**src/rtl/a1_485_resp_tx_if.sv**
```systemverilog
// Host-side bundle for the A1 RS-485 response transmitter: buffer writes,
// frame start and the transceiver/serial outputs.
interface a1_485_resp_tx_if;
  logic       wr_en;
  logic [3:0] wr_addr;
  logic [7:0] wr_data;
  logic [4:0] tx_len;
  logic       tx_start;
  logic       tx_busy;
  logic       tx_done;
  logic       f_de;
  logic       f_re;
  logic       txd;

  modport master (
    output wr_en, wr_addr, wr_data, tx_len, tx_start,
    input  tx_busy, tx_done, f_de, f_re, txd
  );

  modport slave (
    input  wr_en, wr_addr, wr_data, tx_len, tx_start,
    output tx_busy, tx_done, f_de, f_re, txd
  );
endinterface

```
**src/rtl/a1_485_resp_tx.sv**
```systemverilog
// RS-485 response transmitter: sends up to 16 buffered bytes as 8N1 UART frames,
// optionally followed by an XOR checksum, framed by driver-enable guard times.
module a1_485_resp_tx #(
  parameter int unsigned CLK_DIV    = 96,
  parameter int unsigned GUARD_BITS = 1,
  parameter bit          ADD_CHK    = 1'b1
) (
  input  logic            clk_96M,
  input  logic            rst,
  a1_485_resp_tx_if.slave bus
);
  localparam int unsigned BW = (CLK_DIV > 1) ? $clog2(CLK_DIV) : 1;

  typedef enum logic [2:0] {
    S_IDLE, S_LOAD, S_LEAD, S_START, S_DATA, S_STOP, S_TRAIL
  } state_t;

  state_t        r_state;
  logic [BW-1:0] r_baud;
  logic [15:0]   r_bit;
  logic [4:0]    r_idx;
  logic [4:0]    r_len;
  logic [4:0]    r_total;
  logic [7:0]    r_chk;
  logic [7:0]    r_shift;
  logic          r_txd;
  logic          r_de;
  logic          r_busy;
  logic          r_done;
  logic [7:0]    r_mem [16];

  logic       w_tick;
  logic       w_guard_last;
  logic       w_more;
  logic       w_load;
  logic       w_is_pay;
  logic [7:0] w_next_byte;
  logic [4:0] w_len_clamp;

  assign w_tick       = (r_baud == BW'(CLK_DIV - 1));
  assign w_guard_last = (r_bit == 16'(GUARD_BITS - 1));
  assign w_more       = (r_idx < r_total);
  assign w_len_clamp  = (bus.tx_len > 5'd16) ? 5'd16 : bus.tx_len;

  // Next byte to serialise: payload from the buffer, then the running checksum.
  always_comb begin
    if (r_idx < r_len) begin
      w_next_byte = r_mem[r_idx[3:0]];
      w_is_pay    = 1'b1;
    end else begin
      w_next_byte = r_chk;
      w_is_pay    = 1'b0;
    end
  end

  always_comb begin
    w_load = 1'b0;
    case (r_state)
      S_LOAD:  w_load = (GUARD_BITS == 0);
      S_LEAD:  w_load = w_tick && w_guard_last;
      S_STOP:  w_load = w_tick && w_more;
      default: w_load = 1'b0;
    endcase
  end

  // Buffer is frozen while a frame is in flight.
  always_ff @(posedge clk_96M) begin
    if (bus.wr_en && !r_busy) begin
      r_mem[bus.wr_addr] <= bus.wr_data;
    end
  end

  always_ff @(posedge clk_96M) begin
    if (rst) begin
      r_state <= S_IDLE;
      r_baud  <= '0;
      r_bit   <= 16'd0;
      r_idx   <= 5'd0;
      r_len   <= 5'd0;
      r_total <= 5'd0;
      r_chk   <= 8'd0;
      r_shift <= 8'd0;
      r_txd   <= 1'b1;
      r_de    <= 1'b0;
      r_busy  <= 1'b0;
      r_done  <= 1'b0;
    end else begin
      r_done <= 1'b0;
      if (r_state == S_IDLE || r_state == S_LOAD) begin
        r_baud <= '0;
      end else begin
        r_baud <= w_tick ? '0 : r_baud + BW'(1);
      end

      case (r_state)
        S_IDLE: begin
          r_bit <= 16'd0;
          if (bus.tx_start) begin
            if (bus.tx_len == 5'd0) begin
              r_done <= 1'b1;
            end else begin
              r_len   <= w_len_clamp;
              r_total <= w_len_clamp + 5'(ADD_CHK);
              r_idx   <= 5'd0;
              r_chk   <= 8'd0;
              r_de    <= 1'b1;
              r_busy  <= 1'b1;
              r_state <= S_LOAD;
            end
          end
        end
        // One settling cycle so a write in the start cycle reaches the first byte.
        S_LOAD: begin
          if (GUARD_BITS != 0) begin
            r_state <= S_LEAD;
          end
        end
        S_LEAD: begin
          if (w_tick) begin
            r_bit <= r_bit + 16'd1;
          end
        end
        S_START: begin
          if (w_tick) begin
            r_txd   <= r_shift[0];
            r_shift <= r_shift >> 1;
            r_bit   <= 16'd0;
            r_state <= S_DATA;
          end
        end
        S_DATA: begin
          if (w_tick) begin
            if (r_bit == 16'd7) begin
              r_txd   <= 1'b1;
              r_state <= S_STOP;
            end else begin
              r_txd   <= r_shift[0];
              r_shift <= r_shift >> 1;
              r_bit   <= r_bit + 16'd1;
            end
          end
        end
        S_STOP: begin
          if (w_tick && !w_more) begin
            if (GUARD_BITS != 0) begin
              r_bit   <= 16'd0;
              r_state <= S_TRAIL;
            end else begin
              r_de    <= 1'b0;
              r_busy  <= 1'b0;
              r_done  <= 1'b1;
              r_state <= S_IDLE;
            end
          end
        end
        S_TRAIL: begin
          if (w_tick) begin
            if (w_guard_last) begin
              r_de    <= 1'b0;
              r_busy  <= 1'b0;
              r_done  <= 1'b1;
              r_state <= S_IDLE;
            end else begin
              r_bit <= r_bit + 16'd1;
            end
          end
        end
        default: r_state <= S_IDLE;
      endcase

      // Entering a start bit always loads the next byte; checksum covers payload only.
      if (w_load) begin
        r_shift <= w_next_byte;
        r_idx   <= r_idx + 5'd1;
        r_txd   <= 1'b0;
        r_state <= S_START;
        if (w_is_pay) begin
          r_chk <= r_chk ^ w_next_byte;
        end
      end
    end
  end

  assign bus.tx_busy = r_busy;
  assign bus.tx_done = r_done;
  assign bus.f_de    = r_de;
  assign bus.f_re    = r_de;
  assign bus.txd     = r_txd;
endmodule

```
**src/flat_wrapper.sv**
```systemverilog
// flat-port wrapper written by rule: the top's interface ports become plain ports
module a1_485_resp_tx_flat 
#(
  parameter int unsigned CLK_DIV    = 96,
  parameter int unsigned GUARD_BITS = 1,
  parameter bit          ADD_CHK    = 1'b1
)
  (clk_96M, rst, bus_wr_en, bus_wr_addr, bus_wr_data, bus_tx_len, bus_tx_start, bus_tx_busy, bus_tx_done, bus_f_de, bus_f_re, bus_txd);
  a1_485_resp_tx_if bus_i ();
  input  logic clk_96M;
  input  logic rst;
  input wire logic [$bits(bus_i.wr_en)-1:0] bus_wr_en;
  input wire logic [$bits(bus_i.wr_addr)-1:0] bus_wr_addr;
  input wire logic [$bits(bus_i.wr_data)-1:0] bus_wr_data;
  input wire logic [$bits(bus_i.tx_len)-1:0] bus_tx_len;
  input wire logic [$bits(bus_i.tx_start)-1:0] bus_tx_start;
  output wire logic [$bits(bus_i.tx_busy)-1:0] bus_tx_busy;
  output wire logic [$bits(bus_i.tx_done)-1:0] bus_tx_done;
  output wire logic [$bits(bus_i.f_de)-1:0] bus_f_de;
  output wire logic [$bits(bus_i.f_re)-1:0] bus_f_re;
  output wire logic [$bits(bus_i.txd)-1:0] bus_txd;
  assign bus_i.wr_en = bus_wr_en;
  assign bus_i.wr_addr = bus_wr_addr;
  assign bus_i.wr_data = bus_wr_data;
  assign bus_i.tx_len = bus_tx_len;
  assign bus_i.tx_start = bus_tx_start;
  assign bus_tx_busy = bus_i.tx_busy;
  assign bus_tx_done = bus_i.tx_done;
  assign bus_f_de = bus_i.f_de;
  assign bus_f_re = bus_i.f_re;
  assign bus_txd = bus_i.txd;
  a1_485_resp_tx #(.CLK_DIV(CLK_DIV), .GUARD_BITS(GUARD_BITS), .ADD_CHK(ADD_CHK)) u_core (.clk_96M(clk_96M), .rst(rst), .bus(bus_i));
endmodule
```
**config.mk**
```make
export PLATFORM = sky130hd
export DESIGN_NAME = a1_485_resp_tx_flat
export DESIGN_NICKNAME = d
export VERILOG_FILES = /design/src/rtl/a1_485_resp_tx_if.sv /design/src/rtl/a1_485_resp_tx.sv /design/src/flat_wrapper.sv
export SDC_FILE = /design/constraint.sdc
export NUM_CORES = 1
export LEC_CHECK = 0
export CAP_MARGIN = 5
export CORE_MARGIN = 1.5
export CORE_UTILIZATION = 60
export CTS_CLUSTER_SIZE = 30
export DETAILED_ROUTE_END_ITERATION = 7
export DONT_BUFFER_PORTS = 1
export PLACE_DENSITY = 0.81
export SLEW_MARGIN = 15
export SYNTH_ARGS = -nofsm -noshare
export SYNTH_HDL_FRONTEND = slang
export SYNTH_SLANG_ARGS = --single-unit
export TNS_END_PERCENT = 50
```
**constraint.sdc**
```tcl
create_clock -name clk_96M -period 2.5 [get_ports clk_96M]
set_input_delay 0.75 -clock clk_96M [delete_from_list [all_inputs] [get_ports clk_96M]]
set_output_delay 0.75 -clock clk_96M [all_outputs]
set_load 0.05 [all_outputs]
```
==> impl_metrics.json <==
{
  "outcome": "complete, no violations",
  "cts_tree": "done",
  "die_area_um2": 14800,
  "start_util": 0.612,
  "finalSetupViolCount": 0,
  "synth_area_um2": 8430,
  "setup_slack_ps": 141,
  "total_power_uw": 6740,
  "worstPathArrival_ps": 2660,
  "routed_wl_um": 18100,
  "cts_hold_buf": 0,
  "cts_max_path_buffers": 2,
  "synth_edf_count": 128,
  "numCtsBuffers": 17,
  "clock_skew_ps": 11.9,
  "cts_htree_levels": 4,
  "ios": 26,
  "ctsResizeCount": 0,
  "postCtsSetupBuffers": 0,
  "synth_commonest_cells": "edfxtp_1 (128), dfxtp_1 (64), nand2_1 (59)",
  "ys_warn_count": 0,
  "nets": 690,
  "cap_viol_max_count": 0,
  "core_um2": 13800,
  "drtIter0Drc": 803,
  "yosysSeqAreaShare": 0.608,
  "fp-row-count": 43,
  "yosysTopAreaCellShare": 0.456,
  "grt_pass1_vias": 5453,
  "cts_root_buf": "clkbuf_16",
  "cts_sinks": 192,
  "grt_max_degree": 48,
  "path_clk_slew_ps": 70,
  "ys_top_cells_by_area": "edfxtp_1 (46%), dfxtp_1 (15%), mux4_2 (8.6%)",
  "cp-end-kind": "flip-flop",
  "ys.flop_type": "edfxtp_1",
  "grt.overflow.total": 0,
  "port-buffer-count": 0,
  "p_per_area_nw_per_um2": 723,
  "crit_type": "flip-flop to flip-flop",
  "fin_setup_tns_ps": 0,
  "syn-mean-instance-area_um2": 13.1,
  "via_per_inst": 6.40,
  "antenna_found_initial": 0,
  "gp_congestion": 0.849,
  "yosysTopAreaCell": "edfxtp_1",
  "vias": 5435,
  "insertedDiodeCount": 0,
  "p_leak_uw": 0.00301,
  "worst_pin_slew_ps": 574,
  "route.antenna.remaining_nets": 0,
  "fin_crit_ps": 2360,
  "timing.fmax_ghz": 0.424,
  "required_ps": 2800,
  "min_path_type": "input pin to flip-flop",
  "drive_gt1_frac": 0.170,
  "syn_to_final_growth_pct": 10.6,
  "max-vdd-ir-drop_v": 0.000631,
  "drc": 0,
  "synthDistinctLibCells": 63,
  "clk_latency_ps": 440,
  "synth.most_common_cell": "edfxtp_1",
  "finalCritPeriodShare": 0.943,
  "routedWlPerCell_um": 21.3,
  "dp_hpwl_um": 11800,
  "cp-start-kind": "flip-flop",
  "ys_ff_latch": 192,
  "pre_cts_ws_ps": 107,
  "synthArstFlopShare": 0,
  "slew_headroom": 0.616,
  "grt_usage": 0.263,
  "die_w_um": 122,
  "die_y_um": 122,
  "crit_path_max_fanout": 8,
  "syn_inst": 641,
  "grt_pass1_wl_um": 28600,
  "hold_viol_final": 0,
  "syn_nets": 675,
  "rsz0062_at_grt": "false",
  "firstDrtPassIters": 5,
  "final_max_slew_viol_count": 0
}
-- flip-flops by register name, summed over array words and instances, names as in the netlist, 3 cells and up, named ones only --
| signal | cells |
|---|---|
| u_core.r_mem | 128 |
| u_core.r_bit | 16 |
| u_core.r_chk | 8 |
| u_core.r_shift | 8 |
| u_core.r_baud | 7 |
| u_core.r_idx | 5 |
| u_core.r_len | 5 |
| u_core.r_total | 5 |
| u_core.r_state | 3 |
-- layout by cell type, fill, tap and decap left out, types with 3 or more instances in the layout --
cell type,Yosys,layout
nand3_1,15,15
clkbuf_16,0,17
xor2_1,6,6
or3_1,9,9
nand3b_1,4,4
a211oi_1,14,14
nor4_1,8,7
xnor2_1,13,13
ha_1,13,13
buf_4,7,28
nor3_1,13,13
a311oi_1,9,9
nand4_1,9,9
nand2b_1,5,5
nor2_1,51,51
nor4b_1,3,3
mux4_2,32,32
mux2i_1,6,6
dfxtp_1,64,62
or2_2,4,4
nor2b_1,18,18
and3_1,6,6
a21oi_1,22,22
o21ai_0,14,14
clkinvlp_4,0,3
and2_1,8,8
a22oi_1,14,14
edfxtp_1,128,128
nand2_1,59,59
inv_8,0,6
inv_1,13,13
a31oi_1,5,5
a221oi_1,7,7
-- path summary, 6_finish.rpt --
kind                        start              end  slack, ps  cells past startpoint
setup / recovery  u_core.r_bit[0]        flip-flop        140                      8
hold / removal                rst  u_core.r_len[3]        380                      1
setup reg to reg  u_core.r_bit[0]        flip-flop        140                      8
hold reg to reg   u_core.r_len[0]  u_core.r_len[0]        450                      2
-- critical path, stage by stage, from the launching register on --
cell      delay, ps
dfxtp_1         350
inv_1            70
ha_1            180
nor4b_1         260
nand4_1         280
nor4_2          320
or2_2           280
a21oi_1         100
a211oi_1        380
-- routing by layer --
layer | track usage | up-vias | part of all wire
met5 | 0 | - | 0
li1 | - | 2481 | -
met1 | 0.328 | 2711 | 0.40
met2 | 0.446 | 207 | 0.51
met4 | 0.0993 | 0 | 0.024
met3 | 0.0625 | 36 | 0.062
-- area by class of cell --
cell class | instances | area, um^2
sequential | 192 | 5130
fill | 953 | 4460
multi-input combinational | 402 | 3090
clock buffer | 18 | 429
timing repair buffer | 30 | 250
tap | 180 | 225
clock inverter | 14 | 146
inverter | 13 | 48.8
-- logic make-up (layout without fill, tap and decap cells) --
| logic type | count (synthesis) | after routing | share of synthesized area |
|---|---|---|---|
| AND/OR/NAND/NOR | 228 | 228 | 0.147 |
| flip-flops | 192 | 192 | 0.608 |
| AO/OA/AOI/OAI | 103 | 103 | 0.0858 |
| buffers and inverters | 47 | 75 | 0.0261 |
| multiplexers | 39 | 39 | 0.0940 |
| XOR/XNOR | 19 | 19 | 0.0197 |
| adder cells (fa/ha/maj) | 13 | 13 | 0.0193 |
-- report_power, final --
group	total [uW]	internal, uW	switching [uW]
clock network	2690	1410	1280
registers	3490	3440	49.0
logic	560	196	364
-- stage by stage --
step	util	cells	hold WS (ps)	instance area [um^2]
floorplan	-	641	418	8430
global placement	0.634	817	430	8730
detailed placement	0.634	817	443	8730
CTS	0.676	849	362	9310
global route	0.676	849	366	9320
finish	0.676	849	382	9320
Note: power is estimated with default switching activity, not from simulation.
